==> src/rtl/coord_pkg.sv <==
`default_nettype none
// +----------------------------------------------------------------------------+
// | Package     : coord_pkg                                                    |
// | Description : Shared definitions for the coordinate entry path: FSM state  |
// |               encodings and default coordinate geometry shared with the    |
// |               game controller.                                             |
// | Revision    : 1.0 - initial release                                        |
// +----------------------------------------------------------------------------+
package coord_pkg;

    // State encodings are visible on the state port, so they are fixed values.
    localparam logic [1:0] ENC_ENTER_X = 2'b00;
    localparam logic [1:0] ENC_ENTER_Y = 2'b01;
    localparam logic [1:0] ENC_READY   = 2'b10;
    localparam logic [1:0] ENC_COMMIT  = 2'b11;

    typedef enum logic [1:0] {
        ST_ENTER_X = ENC_ENTER_X,
        ST_ENTER_Y = ENC_ENTER_Y,
        ST_READY   = ENC_READY,
        ST_COMMIT  = ENC_COMMIT
    } coord_state_e;

    // Board geometry defaults, shared with the game controller.
    localparam int unsigned COORD_W_DEF    = 4;
    localparam int unsigned BOARD_MAX_DEF  = 9;
    localparam int unsigned DEB_CYCLES_DEF = 4;

endpackage : coord_pkg
`default_nettype wire

==> src/rtl/coord_entry_handler_debounce.sv <==
`default_nettype none
// +----------------------------------------------------------------------------+
// | Module      : button_debounce                                              |
// | Description : Synchronises one active-low asynchronous push button and     |
// |               debounces it with a stable-count filter. Emits a one-cycle   |
// |               press pulse on the debounced released->pressed transition.   |
// | Revision    : 1.0 - initial release                                        |
// +----------------------------------------------------------------------------+
// | Ports                                                                      |
// |   clk    in  1  system clock                                               |
// |   reset  in  1  asynchronous active-low reset                              |
// |   btn_n  in  1  raw button, active low, asynchronous                       |
// |   press  out 1  one-cycle pulse, DEB_CYCLES+2 cycles after a clean press   |
// +----------------------------------------------------------------------------+
module button_debounce #(
    parameter int unsigned DEB_CYCLES = 4
) (
    input  logic clk,
    input  logic reset,
    input  logic btn_n,
    output logic press
);

    localparam int unsigned       CNT_W    = (DEB_CYCLES > 1) ? $clog2(DEB_CYCLES) : 1;
    localparam logic [CNT_W-1:0]  CNT_LAST = CNT_W'(DEB_CYCLES - 1);

    logic             sync1_q;
    logic             sync2_q;
    logic             stable_q;
    logic             press_q;
    logic [CNT_W-1:0] cnt_q;

    // Synchroniser and accepted level reset to 1 so a reset never looks like a press.
    always_ff @(posedge clk or negedge reset) begin
        if (!reset) begin
            sync1_q  <= 1'b1;
            sync2_q  <= 1'b1;
            stable_q <= 1'b1;
            press_q  <= 1'b0;
            cnt_q    <= '0;
        end else begin
            sync1_q <= btn_n;
            sync2_q <= sync1_q;
            press_q <= 1'b0;
            // The synchronised level must differ from the accepted one for
            // DEB_CYCLES consecutive cycles; any agreeing cycle restarts the run.
            if (sync2_q != stable_q) begin
                if (cnt_q == CNT_LAST) begin
                    stable_q <= sync2_q;
                    cnt_q    <= '0;
                    press_q  <= ~sync2_q;
                end else begin
                    cnt_q <= cnt_q + 1'b1;
                end
            end else begin
                cnt_q <= '0;
            end
        end
    end

    assign press = press_q;

endmodule : button_debounce
`default_nettype wire

==> src/rtl/coord_entry_handler.sv <==
`default_nettype none
// +----------------------------------------------------------------------------+
// | Module      : coord_entry_handler                                          |
// | Description : Three-button coordinate entry. Debounced logic_0/logic_1     |
// |               presses are shifted into X then Y; an activity press range-  |
// |               checks and commits the pair (or aborts a partial entry).     |
// | Revision    : 1.0 - initial release                                        |
// +----------------------------------------------------------------------------+
// | Ports                                                                      |
// |   clk                 in  1        system clock                            |
// |   reset               in  1        asynchronous active-low reset           |
// |   logic_0_button      in  1        active-low, enters a 0 bit              |
// |   logic_1_button      in  1        active-low, enters a 1 bit              |
// |   activity_button     in  1        active-low, commit / abort              |
// |   x_counter           out CW       bits entered into X                     |
// |   y_counter           out CW       bits entered into Y                     |
// |   x_output            out COORD_W  last committed X                        |
// |   y_output            out COORD_W  last committed Y                        |
// |   valid_coordinate    out 1        pulse: legal pair committed             |
// |   invalid_coordinate  out 1        pulse: out-of-range pair rejected       |
// |   state               out 2        current FSM state                       |
// +----------------------------------------------------------------------------+
module coord_entry_handler
    import coord_pkg::*;
#(
    parameter int unsigned COORD_W    = COORD_W_DEF,
    parameter int unsigned BOARD_MAX  = BOARD_MAX_DEF,
    parameter int unsigned DEB_CYCLES = DEB_CYCLES_DEF,
    parameter bit          MSB_FIRST  = 1'b0,
    localparam int unsigned CW        = $clog2(COORD_W + 1)
) (
    input  logic               clk,
    input  logic               reset,
    input  logic               logic_0_button,
    input  logic               logic_1_button,
    input  logic               activity_button,
    output logic [CW-1:0]      x_counter,
    output logic [CW-1:0]      y_counter,
    output logic [COORD_W-1:0] x_output,
    output logic [COORD_W-1:0] y_output,
    output logic               valid_coordinate,
    output logic               invalid_coordinate,
    output logic [1:0]         state
);

    // Clamp the limit to the coordinate range so an oversized BOARD_MAX
    // simply accepts every pair instead of truncating to a wrong value.
    localparam int unsigned         ALL_ONES = (2 ** COORD_W) - 1;
    localparam int unsigned         LIMIT    = (BOARD_MAX >= ALL_ONES) ? ALL_ONES : BOARD_MAX;
    localparam logic [COORD_W-1:0]  C_MAX    = COORD_W'(LIMIT);
    localparam logic [CW-1:0]       C_LAST   = CW'(COORD_W - 1);

    logic [2:0]         w_btn_n;
    logic [2:0]         w_press;
    logic               w_bit_ev;
    logic               w_bit_val;
    logic               w_act;
    logic [COORD_W-1:0] w_x_next;
    logic [COORD_W-1:0] w_y_next;
    logic               w_in_range;

    coord_state_e       state_q;
    logic [COORD_W-1:0] x_shift_q;
    logic [COORD_W-1:0] y_shift_q;
    logic [CW-1:0]      x_cnt_q;
    logic [CW-1:0]      y_cnt_q;
    logic [COORD_W-1:0] x_out_q;
    logic [COORD_W-1:0] y_out_q;
    logic               valid_q;
    logic               invalid_q;

    assign w_btn_n = {activity_button, logic_1_button, logic_0_button};

    for (genvar i = 0; i < 3; i++) begin : g_btn
        button_debounce #(
            .DEB_CYCLES (DEB_CYCLES)
        ) u_deb (
            .clk   (clk),
            .reset (reset),
            .btn_n (w_btn_n[i]),
            .press (w_press[i])
        );
    end

    // Simultaneous 0 and 1 presses cancel; activity overrides any bit event
    // because the FSM tests it first.
    assign w_bit_ev  = w_press[0] ^ w_press[1];
    assign w_bit_val = w_press[1];
    assign w_act     = w_press[2];

    if (COORD_W == 1) begin : g_w1
        assign w_x_next = w_bit_val;
        assign w_y_next = w_bit_val;
    end else if (!MSB_FIRST) begin : g_lsb
        assign w_x_next = {w_bit_val, x_shift_q[COORD_W-1:1]};
        assign w_y_next = {w_bit_val, y_shift_q[COORD_W-1:1]};
    end else begin : g_msb
        assign w_x_next = {x_shift_q[COORD_W-2:0], w_bit_val};
        assign w_y_next = {y_shift_q[COORD_W-2:0], w_bit_val};
    end

    assign w_in_range = (x_shift_q <= C_MAX) && (y_shift_q <= C_MAX);

    always_ff @(posedge clk or negedge reset) begin
        if (!reset) begin
            state_q   <= ST_ENTER_X;
            x_shift_q <= '0;
            y_shift_q <= '0;
            x_cnt_q   <= '0;
            y_cnt_q   <= '0;
            x_out_q   <= '0;
            y_out_q   <= '0;
            valid_q   <= 1'b0;
            invalid_q <= 1'b0;
        end else begin
            valid_q   <= 1'b0;
            invalid_q <= 1'b0;
            case (state_q)
                ST_ENTER_X, ST_ENTER_Y: begin
                    if (w_act) begin
                        // Abort the partial entry silently.
                        state_q   <= ST_ENTER_X;
                        x_shift_q <= '0;
                        y_shift_q <= '0;
                        x_cnt_q   <= '0;
                        y_cnt_q   <= '0;
                    end else if (w_bit_ev) begin
                        if (state_q == ST_ENTER_X) begin
                            x_shift_q <= w_x_next;
                            x_cnt_q   <= x_cnt_q + 1'b1;
                            if (x_cnt_q == C_LAST) begin
                                state_q <= ST_ENTER_Y;
                            end
                        end else begin
                            y_shift_q <= w_y_next;
                            y_cnt_q   <= y_cnt_q + 1'b1;
                            if (y_cnt_q == C_LAST) begin
                                state_q <= ST_READY;
                            end
                        end
                    end
                end
                ST_READY: begin
                    // Result is registered on entry so the pulse coincides
                    // with the single COMMIT cycle.
                    if (w_act) begin
                        state_q <= ST_COMMIT;
                        if (w_in_range) begin
                            x_out_q <= x_shift_q;
                            y_out_q <= y_shift_q;
                            valid_q <= 1'b1;
                        end else begin
                            invalid_q <= 1'b1;
                        end
                    end
                end
                ST_COMMIT: begin
                    state_q   <= ST_ENTER_X;
                    x_shift_q <= '0;
                    y_shift_q <= '0;
                    x_cnt_q   <= '0;
                    y_cnt_q   <= '0;
                end
                default: begin
                    state_q <= ST_ENTER_X;
                end
            endcase
        end
    end

    assign x_counter          = x_cnt_q;
    assign y_counter          = y_cnt_q;
    assign x_output           = x_out_q;
    assign y_output           = y_out_q;
    assign valid_coordinate   = valid_q;
    assign invalid_coordinate = invalid_q;
    assign state              = state_q;

endmodule : coord_entry_handler
`default_nettype wire
==> config.mk <==
export PLATFORM = sky130hd
export DESIGN_NAME = coord_entry_handler
export DESIGN_NICKNAME = d
export VERILOG_FILES = /design/src/rtl/coord_pkg.sv /design/src/rtl/coord_entry_handler_debounce.sv /design/src/rtl/coord_entry_handler.sv
export SDC_FILE = /design/constraint.sdc
export NUM_CORES = 1
export LEC_CHECK = 0
export BUFFER_PORTS_ARGS = -buffer_cell sky130_fd_sc_hd__buf_2
export CORE_AREA = 5 5 51 97
export CTS_CLUSTER_SIZE = 16
export DETAILED_ROUTE_END_ITERATION = 10
export DIE_AREA = 0 0 56 102
export GPL_TIMING_DRIVEN = 0
export PLACE_DENSITY = 0.76
export SLEW_MARGIN = 20
export SYNTH_ARGS = -nofsm -noshare
export SYNTH_HDL_FRONTEND = slang
export SYNTH_HIERARCHICAL = 1
export SYNTH_SLANG_ARGS = --single-unit
==> constraint.sdc <==
create_clock -name clk -period 1.2 [get_ports clk]
set_input_delay 0 -clock clk [delete_from_list [all_inputs] [get_ports clk]]
set_output_delay 0 -clock clk [all_outputs]
set_load 0.02 [all_outputs]
[After elaboration in Yosys (flattened, before gate mapping)]
Index checks and enable logic that the tools add are counted.
Word-level totals
  flip-flop bits (word level): 44
  bits in latches: 0
  RAM bits: 0
  ROM bits: 0
  bits of input ports: 5
  output and inout port bits: 18
  word-level logic and storage cells: 104
  memories kept: 0
Operators by class
  $add $sub $neg: 5
  multipliers: 0
  divide/modulo/power cells: 0
  order comparisons: 2
  eq/ne operators: 17
  shift operators: 0
  multiplexer cells: 41
  bitwise operators: 4
  reductions and logical operators: 11
Operators by type and width (number)
  2-bit two-way mux: 12
  4-bit two-way mux: 6
  3-bit two-way mux: 6
  4-bit case mux with 2 select lines: 2
  1-bit two-way mux: 12
  3-bit case mux with 2 select lines: 2
  2-bit == test (second input constant): 5
  3-bit by 2-bit != test with 1-bit output (second input constant): 3
  3-bit AND reduction: 3
  4-bit <= comparator (second input constant): 2
  4-bit by 3-bit != test with 1-bit output (second input constant): 2
  2-bit by 1-bit adder with 2-bit output (second input constant): 3
  3-bit by 1-bit adder with 3-bit output (second input constant): 2
  3-bit by 2-bit == test with 1-bit output (second input constant): 2
  2-bit case mux with 3 select lines: 1
  2-bit AND reduction: 3
  4-bit AND reduction: 1
  1-bit != test: 3
  1-bit NOT: 3
  2-bit by 1-bit == test with 1-bit output (second input constant): 1
  2-bit zero test: 1
  2-bit by 1-bit != test with 1-bit output (second input constant): 1
  2-bit nonzero test: 1
  2-bit OR reduction: 1
  other kinds (2): 2

[Depth between registers and ports, before layout]
Gate-level depths: netlist of run 1.
  word-level depth: 6
  gate-level depth with buffers: 5
  mapped depth without buffers: 5

[By module]
Netlist of run 1, hierarchy kept.
By module, submodules not included
  coord_entry_handler: instances 1, cells an instance 119, area an instance 1353.8 sq um, sequential area each 650.6 sq um
  button_debounce: instances 3, cells an instance 12, area an instance 212.7 sq um, sequential area each 153.9 sq um

[Least setup slack after synthesis of run 1]
OpenSTA, ideal clock, no wires.
  path type: flip-flop to flip-flop
  start point: reg x_cnt_q[0] (netlist: x_counter[0])
  end point: reg x_cnt_q[2] (netlist: x_counter[2])
  library setup time: 66 ps
  arrival time: 1334 ps
  required time: 1134 ps
  setup slack: -200 ps
  stages on the path, launching flop included: 5
  path buffers: 0
  clock period less this slack: 1400 ps
  cell sequence: dfrtp_1 ha_1 ha_1 o31ai_1 a22o_1
Between the ends
  longest elaborated chain between the ends: 5
RTL lines
  start: declaration: line coord_entry_handler.sv:65  | logic [CW-1:0] x_cnt_q;
  start signal: assignment: line coord_entry_handler.sv:130  | x_cnt_q <= x_cnt_q + 1'b1;
  3-bit by 1-bit adder with 3-bit output: line coord_entry_handler.sv:130
  3-bit two-way mux: line coord_entry_handler.sv:128  | if (state_q == ST_ENTER_X) begin
  3-bit two-way mux: line coord_entry_handler.sv:127  | end else if (w_bit_ev) begin
  3-bit two-way mux: line coord_entry_handler.sv:120  | if (w_act) begin
  3-bit case mux with 2 select lines: line coord_entry_handler.sv:118  | case (state_q)
No other way between the ends. The select of a mux whose other input is x is not followed.
A chain may end at the register's enable or synchronous reset.

[Worst setup path after layout of run 1]
  start point: reg g_btn[0].u_deb.press_q
  end point: reg state_q[0] (netlist: state[0])
Between the ends
  longest elaborated chain between the ends: 3
RTL lines
  start: declaration: line coord_entry_handler_debounce.sv:30  | logic press_q;
  start signal: assignment: line coord_entry_handler_debounce.sv:51  | press_q <= ~sync2_q;
  1-bit bitwise XOR: line coord_entry_handler.sv:87  | assign w_bit_ev = w_press[0] ^ w_press[1];
  3-bit by 2-bit != test with 1-bit output (no line)
  4-bit AND reduction (no line)
  end signal: assignment: line coord_entry_handler.sv:106  | state_q <= ST_ENTER_X;
  end signal: assignment: line coord_entry_handler.sv:122  | state_q <= ST_ENTER_X;
  end signal: assignment: line coord_entry_handler.sv:132  | state_q <= ST_ENTER_Y;
  end: declaration: line coord_entry_handler.sv:62  | coord_state_e state_q;
No other way between the ends.

==> results.py, run 1 <==
metrics = {
    "floorplanning": {
        "num_io_pins": 23,
        "die_width_um": 56,
        "die_area_um2": 5710,
        "coreArea_um2": 4090,
        "initial_core_util": 0.487,
        "die_y_um": 102,
        "rows": 33,
    },
    "synth": {
        "syn-instance-count": 155,
        "synthesis.nets": 167,
        "synth_edf_count": 0,
        "syn_area_um2": 1990,
        "synthTopCellsByArea": "dfrtp_1, dfstp_2, ha_1",
        "synth_top_area_frac": 0.440,
        "yosysTopAreaCell": "dfrtp_1",
        "yosysWarnings": 6,
        "synth_flop_cell": "dfrtp_1",
        "postSynthAreaPerCell_um2": 12.9,
        "synth_seq_cells": 44,
        "async_reset_ff_frac": 1.00,
        "ys_seq_area_frac": 0.558,
        "ys_types": 39,
    },
    "placed_design": {
        "io_buffers": 22,
        "gp_congestion": 0.784,
        "dp_hpwl_um": 2950,
    },
    "drt": {
        "post-route-drc-count": 0,
        "drt_iter0_drc": 16,
        "drt_wl_total_um": 4490,
        "drtPass1Iterations": 4,
        "wire_per_inst_um": 17.4,
        "met3_length_um": 148,
        "met2_length_um": 2560,
        "topRoutingLayerUsed": "met4",
        "ant_nets": 0,
        "wl_met1_um": 1650,
        "viasPerCell": 5.76,
        "route.vias.total": 1487,
    },
    "worst_setup_path": {
        "cpMaxStageDelayCell": "dfrtp_2",
        "path_cells": "xor2_4, buf_12, a211o_2, nand3_2",
        "critPathBufInv": 1,
        "worst_setup_path_end_kind": "register",
        "critPathKind": "reg -> reg",
        "start_kind": "register",
        "worst-endpoint-arrival_ps": 1520,
        "required_ps": 1430,
        "max_stage_delay_ps": 490,
        "path_delay_family": "flip-flops",
        "critPathMaxFanout": 6,
    },
    "clock_tree": {
        "cts.reportedPaths.clkPinSlew_ps": 80,
        "clockBufferDepth": 2,
        "h-tree-depth": 2,
        "cts_made_buffers": 5,
        "cts_tree": "yes",
        "cts-root-buf": "clkbuf_8",
        "cts_sinks": 44,
        "clock_latency_ps": 290,
    },
    "timing": {
        "timing.final.crit_share": 1.08,
        "drv_slew": 0,
        "finalClockSkew_ps": 6.88,
        "setup_tns_ps": -907,
        "slew-limit-headroom": 0.610,
        "hold_viol": 0,
        "tightest_slew_ps": 585,
        "layout_min_cycle_time_ps": 1300,
        "fmax_mhz": 769,
        "setup_violations": 17,
        "whs_ps": 269,
        "grt_setup_unrepaired": "true",
        "fin_ws_ps": -99.6,
    },
    "hold_path": {
        "hold_class": "in -> async",
    },
    "power": {
        "power_leakage_nw": 1.28,
        "peakVddDrop_uv": 1350,
        "power_density_nw_per_um2": 1510,
    },
    "finish": {
        "layout-drive-gt1-share": 0.553,
        "synthToLayoutAreaGrowth_pct": 38.3,
        "final_cell_mix": "dfrtp_1, buf_2, buf_4",
        "finalNetCount": 217,
        "layout_commonest_cell": "dfrtp_1",
        "nFillCells": 275,
        "antenna_cells": 0,
    },
    "outcome": {
        "violations": "setup timing",
        "status": "complete, but fails checks",
    },
    "grt": {
        "grt_pass1_vias": 1544,
        "grt_pass1_wl_um": 7420,
        "antenna_found_initial": 0,
        "grt_use_total": 0.166,
        "grt_max_degree": 45,
        "overflow": 0,
    },
    "flow_run": {
        "cap_viol_max_count": 0,
    },
}
## flip-flops by register name, indices dropped and copies added (netlist names)
| register | count |
|---|---|
| x_output | 4 |
| y_counter | 3 |
| valid_coordinate | 1 |
| y_shift_q | 4 |
| invalid_coordinate | 1 |
| g_btn.u_deb/press | 3 |
| x_shift_q | 4 |
| y_output | 4 |
| g_btn.u_deb/sync1_q | 3 |
| g_btn.u_deb/stable_q | 3 |
| x_counter | 3 |
| g_btn.u_deb/sync2_q | 3 |
| state | 2 |
| g_btn.u_deb/cnt_q | 6 |
## worst register-to-register path: stages, from the launching register on
cell	delay (ps)
dfrtp_2	490
xor2_4	230
buf_12	150
a211o_2	300
nand3_2	70
## cell families (layout without fill, tap and decap cells)
logic type,count (synthesis),in the layout,synth area share
AOI/OAI and AO/OA,30,30,0.114
xor gates and xnor gates,5,5,0.0295
adders and majority gates,7,7,0.0440
buffers and inverters,11,61,0.0214
DFF,44,44,0.558
muxes,17,17,0.0917
and+or+nand+nor,41,42,0.141
## per-stage QoR
step	power, W	area [um2]	utilization	instances	worst slack, ps
floorplan	0.00265	2100	-	155	-98.0
global placement	0.00285	2280	0.558	229	-164
detailed placement	0.00296	2280	0.558	229	-207
CTS	0.00407	2610	0.638	254	-64.5
global route	0.00440	2760	0.674	258	-146
finish	0.00416	2760	0.674	258	-99.6
## cell usage after synthesis (all sizes together), types with 2 or more instances
cell	n
nor3b	6
a21oi	2
dfstp	9
and3b	3
o2bb2ai	4
nand4	3
nor4bb	4
nand2	10
nor2	3
o31ai	2
a22o	2
mux2	10
a32oi	5
buf	3
dfrtp	35
clkbuf	3
nor4b	2
nor2b	4
inv	5
o311ai	2
ha	7
mux2i	7
o21ai	9
nor3	3
xnor2	4
## routing by layer
layer	GRT usage	up-vias
met3	0.0291	11
met5	0	-
li1	-	676
met2	0.314	35
met4	0.0676	0
met1	0.179	765
## power breakdown
| group | internal, W | switching [W] |
|---|---|---|
| registers | 0.00178 | 0.000255 |
| logic | 0.000633 | 0.000562 |
| clock network | 0.000470 | 0.000463 |
| total | 0.00288 | 0.00128 |
## worst paths after layout
kind	endpoint	startpoint	cells past startpoint	slack, ps
min	x_counter[2]	reset	2	270
min reg2reg	g_btn[1].u_deb/sync2_q	g_btn[1].u_deb/sync1_q	0	360
max	state[0]	g_btn[0].u_deb/press	4	-100
max in group asynchronous	g_btn[0].u_deb/press	reset	2	500
min in group clk	g_btn[2].u_deb/sync1_q	activity_button	2	350
max reg2reg	state[0]	g_btn[0].u_deb/press	4	-100
## final cells by class
class / instances / area (um2) / share of cell area
repair buffers: 42 / 298 / 0.108
inverters: 5 / 18.8 / 0.00681
well taps: 52 / 65.1 / 0.0236
clock buffers: 8 / 90.1 / 0.0327
plain buffers: 6 / 68.8 / 0.0250
multi-input cells: 101 / 1090 / 0.396
flip-flops and latches: 44 / 1120 / 0.408
## repair_timing
action | in CTS | in global routing
gates resized for setup | 18 | 24
gates cloned | 0 | 1
buffers inserted | 13 | 3
setup endpoints to repair | 25 | 58
pin swaps | 15 | 8
hold buffers | 4 | 0
endpoints found under the hold margin | 38 | 0
(Power assumes the default switching activity.)
==> run 2, diff against run 1 <==
--- a/config.mk
+++ b/config.mk
@@ -6,12 +6,12 @@
 export NUM_CORES = 1
 export LEC_CHECK = 0
 export BUFFER_PORTS_ARGS = -buffer_cell sky130_fd_sc_hd__buf_2
-export CORE_AREA = 5 5 51 97
+export CORE_AREA = 5 5 49 94
 export CTS_CLUSTER_SIZE = 16
 export DETAILED_ROUTE_END_ITERATION = 10
-export DIE_AREA = 0 0 56 102
+export DIE_AREA = 0 0 54 99
 export GPL_TIMING_DRIVEN = 0
-export PLACE_DENSITY = 0.76
+export PLACE_DENSITY = 0.78
 export SLEW_MARGIN = 20
 export SYNTH_ARGS = -nofsm -noshare
 export SYNTH_HDL_FRONTEND = slang
==> constraint.sdc (replaced) <==
create_clock -name clk -period 1.5 [get_ports clk]
set_input_delay 0 -clock clk [delete_from_list [all_inputs] [get_ports clk]]
set_output_delay 0 -clock clk [all_outputs]
set_load 0.02 [all_outputs]
==> run 2 against run 1 <==
The flow now finishes without violations. Flip-flop and latch count unchanged. Critical path depth decreased by 1. Via count decreased by 7.3%. Clock power decreased by 2%. First-iteration DRC count increased by 75%. Clock skew increased by 1.8 ps. Maximum frequency decreased by 9.4%. Clock-buffer cell count decreased by 3. Critical endpoint is now x_output[1].
==> results.py, run 2 (synthesis results as in run 1) <==
metrics = {
    "worst_setup_path": {
        "path_cells": "nor2b_1, nand4_4, mux2_2",
        "cpMaxStageDelayCell": "dfrtp_1",
        "worst-endpoint-arrival_ps": 1630,
        "max_stage_delay_ps": 470,
        "required_ps": 1700,
        "path_delay_family": "simple AND/OR/NAND/NOR gates",
        "worst_setup_path_end_kind": "register",
        "critPathKind": "reg -> reg",
        "start_kind": "register",
        "critPathMaxFanout": 8,
        "critPathBufInv": 0,
    },
    "grt": {
        "grt_use_met3": 0.0333,
        "grt_max_degree": 45,
        "overflow": 0,
        "grt_use_total": 0.170,
        "top_usage_layer": "met2",
        "grt_util_met1": 0.175,
        "grtUsageMet2": 0.303,
        "antenna_found_initial": 0,
        "grt_pass1_wl_um": 6890,
        "grt_pass1_vias": 1533,
    },
    "floorplanning": {
        "die_y_um": 99,
        "die_width_um": 54,
        "initial_core_util": 0.524,
        "num_io_pins": 23,
        "die_area_um2": 5350,
        "coreArea_um2": 3800,
        "rows": 32,
    },
    "clock_tree": {
        "cts_made_buffers": 5,
        "cts.reportedPaths.clkPinSlew_ps": 90,
        "clockBufferDepth": 2,
        "cts_sinks": 44,
        "clock_latency_ps": 300,
        "h-tree-depth": 2,
        "cts_tree": "yes",
        "cts-root-buf": "clkbuf_8",
    },
    "finish": {
        "nFillCells": 297,
        "synthToLayoutAreaGrowth_pct": 19.0,
        "largest_reg_flops": 6,
        "final_cell_mix": "dfrtp_1, buf_2, nand2_1",
        "finalNetCount": 200,
        "top_register": "g_btn.u_deb/cnt_q",
        "instances_no_fill": 240,
        "layout-drive-gt1-share": 0.354,
        "layout_commonest_cell": "dfrtp_1",
        "antenna_cells": 0,
    },
    "placed_design": {
        "place_ws_ps": -12.2,
        "io_buffers": 22,
        "dp_hpwl_um": 2830,
        "dp.cells": 228,
        "gp_congestion": 0.806,
    },
    "power": {
        "p_total_w": 0.00317,
        "peakVddDrop_uv": 819,
        "power_density_nw_per_um2": 1340,
        "power_leakage_nw": 1.16,
    },
    "hold_path": {
        "hold_class": "in -> reg",
    },
    "drt": {
        "drt_iter0_drc": 28,
        "drt_wl_total_um": 3890,
        "viasPerCell": 5.75,
        "post-route-drc-count": 0,
        "ant_nets": 0,
        "route.vias.total": 1379,
        "drtPass1Iterations": 3,
        "wire_per_inst_um": 16.2,
    },
    "timing": {
        "fmax_mhz": 697,
        "layout_min_cycle_time_ps": 1440,
        "setup_tns_ps": 0,
        "timing.final.crit_share": 0.957,
        "slew-limit-headroom": 0.362,
        "whs_ps": 342,
        "tightest_slew_ps": 957,
        "setup_violations": 0,
        "finalClockSkew_ps": 8.71,
        "fin_ws_ps": 64.8,
        "hold_viol": 0,
        "drv_slew": 0,
    },
    "outcome": {
        "status": "finished clean",
    },
    "flow_run": {
        "cap_viol_max_count": 0,
    },
}
==> run 2: cell count changes in the layout (fill, tap and decap cells not counted), sizes merged <==
cell / before / now
buf: 41 / 23
bufinv: 0 / 1
clkbuf: 11 / 10
clkinvlp: 0 / 1
inv: 5 / 6
nor2: 4 / 3
==> run 2: worst register-to-register path: stages, from the launching register on <==
cell	delay [ps]
dfrtp_1	470
nor2b_1	310
nand4_4	220
mux2_2	330
==> run 2: through the flow <==
step,utilization,area [um2]
after floorplan,-,1990
after global placement,0.569,2170
after detailed placement,0.569,2170
after CTS,0.611,2320
after global routing,0.623,2370
final,0.623,2370
==> run 2: layout make-up <==
class | instances | area [um2] | area share
plain buffers | 6 | 28.8 | 0.0121
clock buffers | 5 | 68.8 | 0.0290
clock inverters | 3 | 46.3 | 0.0195
inverters | 5 | 18.8 | 0.00792
multi-input cells | 100 | 881 | 0.372
flip-flops and latches | 44 | 1110 | 0.470
well taps | 51 | 63.8 | 0.0269
repair buffers | 26 | 150 | 0.0633
==> run 2: final timing paths <==
path / from / end / slack, ps / cells past startpoint
max: state[1] / x_output[1] / 60 / 3
min: activity_button / g_btn[2].u_deb/sync1_q / 340 / 2
max reg2reg: state[1] / x_output[1] / 60 / 3
min reg2reg: g_btn[2].u_deb/sync1_q / g_btn[2].u_deb/sync2_q / 360 / 0
max in group asynchronous: reset / g_btn[1].u_deb/press / 470 / 2
min in group asynchronous: reset / y_counter[1] / 380 / 2
==> run 2: what timing repair did <==
item,in CTS,in global routing
hold buffers,4,0
hold endpoints to repair,38,0
resized for setup,1,12
pin swaps,0,1
setup buffers,0,0
endpoints found under the setup margin,2,19
==> run 2: per-layer routing <==
layer  share of wire  vias up
met5               0        -
met1            0.35      697
met2            0.58       26
li1                -      646
met4           0.031        0
met3           0.032       10
==> run 2: report_power, final <==
group	switching, W	internal, W
combinational	0.000342	0.000317
clock	0.000414	0.000501
sequential	0.000184	0.00142
total	0.000940	0.00223
==> run 3, diff against run 2 <==
--- a/config.mk
+++ b/config.mk
@@ -7,11 +7,13 @@
 export LEC_CHECK = 0
 export BUFFER_PORTS_ARGS = -buffer_cell sky130_fd_sc_hd__buf_2
 export CORE_AREA = 5 5 49 94
+export CTS_BUF_LIST = sky130_fd_sc_hd__clkbuf_4
 export CTS_CLUSTER_SIZE = 16
 export DETAILED_ROUTE_END_ITERATION = 10
 export DIE_AREA = 0 0 54 99
 export GPL_TIMING_DRIVEN = 0
 export PLACE_DENSITY = 0.78
+export REMOVE_ABC_BUFFERS = 1
 export SLEW_MARGIN = 20
 export SYNTH_ARGS = -nofsm -noshare
 export SYNTH_HDL_FRONTEND = slang
==> run 3 against run 2 <==
Clock power grew 17%. Sequential power hardly changed. Final cell count did not move. Hold slack lost 63 ps. Design area up 2.0%. Register-to-register slack about the same. Largest power group unchanged. Global-route usage up 0.45 points.
==> results.py, run 3 (synthesis results as in run 1) <==
metrics = {
    "outcome": {
        "status": "finished clean",
    },
    "drt": {
        "met3_length_um": 146,
        "viasPerCell": 5.78,
        "wire_per_inst_um": 16.4,
        "drt_iter0_drc": 32,
        "met2_length_um": 2240,
        "post-route-drc-count": 0,
        "drtPass1Iterations": 4,
        "ant_nets": 0,
        "route.vias.total": 1386,
        "wl_met1_um": 1400,
        "topRoutingLayerUsed": "met4",
        "drt_wl_total_um": 3940,
    },
    "timing": {
        "finalClockSkew_ps": 19.7,
        "hold_viol": 0,
        "fmax_mhz": 701,
        "layout_min_cycle_time_ps": 1430,
        "setup_tns_ps": 0,
        "whs_ps": 279,
        "timing.final.crit_share": 0.951,
        "drv_slew": 0,
        "grt_setup_unrepaired": "false",
        "setup_violations": 0,
        "tightest_slew_ps": 948,
        "slew-limit-headroom": 0.368,
    },
    "placed_design": {
        "io_buffers": 22,
        "gp_congestion": 0.758,
        "dp_hpwl_um": 2620,
    },
    "floorplanning": {
        "die_y_um": 99,
        "coreArea_um2": 3800,
        "die_area_um2": 5350,
        "initial_core_util": 0.524,
        "num_io_pins": 23,
        "rows": 32,
        "die_width_um": 54,
    },
    "grt": {
        "grt_use_total": 0.175,
        "overflow": 0,
        "grt_pass1_wl_um": 6850,
        "antenna_found_initial": 0,
        "grt_pass1_vias": 1457,
        "grt_max_degree": 45,
    },
    "finish": {
        "finalNetCount": 200,
        "layout-drive-gt1-share": 0.376,
        "synthToLayoutAreaGrowth_pct": 21.4,
        "fin_util": 0.636,
        "final_cell_mix": "dfrtp_1, buf_2, nand2_1",
        "largest_reg_flops": 6,
        "seqCellArea_um2": 1120,
        "nFillCells": 306,
        "multiInputGateArea_um2": 890,
        "layout_commonest_cell": "dfrtp_1",
        "antenna_cells": 0,
        "top_register": "g_btn.u_deb/cnt_q",
    },
    "worst_setup_path": {
        "critPathMaxFanout": 19,
        "worst_setup_path_end_kind": "register",
        "start_kind": "register",
        "worst-endpoint-arrival_ps": 1670,
        "critPathKind": "reg -> reg",
        "required_ps": 1750,
    },
    "power": {
        "peakVddDrop_uv": 1010,
        "power_leakage_nw": 1.17,
        "p_total_w": 0.00333,
        "power_density_nw_per_um2": 1380,
    },
    "clock_tree": {
        "clock_latency_ps": 370,
        "cts_tree": "yes",
        "cts-root-buf": "clkbuf_4",
        "cts_made_buffers": 5,
        "cts_sinks": 44,
        "clockBufferDepth": 2,
        "h-tree-depth": 2,
        "cts.reportedPaths.clkPinSlew_ps": 130,
    },
    "flow_run": {
        "cap_viol_max_count": 0,
    },
    "hold_path": {
        "hold_class": "in -> reg",
    },
}
## run 3: cell types whose count changed in the layout (fill, tap and decap cells not counted), moves of 2 or more
| cell | delta |
|---|---|
| buf_4 | +6 |
| bufinv_16 | +2 |
| clkbuf_2 | -4 |
| clkbuf_4 | +5 |
| clkbuf_8 | -5 |
| dfrtp_1 | -3 |
| dfrtp_4 | +2 |
## run 3: where the power goes
part | total (W) | switching (W) | internal (W) | leakage [nW]
clock network | 0.00107 | 0.000388 | 0.000686 | 0.0654
logic | 0.000652 | 0.000334 | 0.000318 | 0.547
registers | 0.00161 | 0.000191 | 0.00142 | 0.559
## run 3: final timing paths
kind / start / to / slack (ps) / cells past startpoint
min reg2reg: g_btn[2].u_deb/sync1_q / g_btn[2].u_deb/sync2_q / 370 / 0
max reg2reg: state[0] / x_output[2] / 70 / 3
min in group asynchronous: reset / y_counter[1] / 300 / 2
max in group asynchronous: reset / state[1] / 510 / 2
max: state[0] / x_output[2] / 70 / 3
min: logic_0_button / g_btn[0].u_deb/sync1_q / 280 / 2
## run 3: what timing repair did
item / in CTS / in global routing
hold buffers: 4 / 0
hold endpoints to repair: 38 / 0
resized for setup: 12 / 2
setup buffers: 3 / 3
setup endpoints to repair: 27 / 8
## run 3: area by class of cell
cell class              instances  area share
flip-flops and latches         44       0.464
multi-input cells             100       0.368
repair buffers                 32      0.0807
clock inverters                 3      0.0373
well taps                      51      0.0264
clock buffers                   5      0.0155
inverters                       5     0.00776
## run 3: layer usage
layer | up-vias | global-route usage
li1 | 644 | -
met1 | 700 | 0.180
met2 | 30 | 0.310
met3 | 12 | 0.0348
met4 | 0 | 0.0940
met5 | - | 0
## run 3: per-stage QoR
step / cells / setup WS (ps) / instance area (um2)
after CTS: 237 / 20.0 / 2390
after global routing: 240 / 15.4 / 2420
final: 240 / 73.0 / 2420
after global placement: 222 / -806 / 2140
after detailed placement: 222 / -868 / 2140
after floorplan: 149 / -504 / 1970
## run 3: worst max-delay path: stages (launching register included)
cell	delay [ps]
dfrtp_2	560
nor2b_4	240
nand4_4	190
mux2_2	310
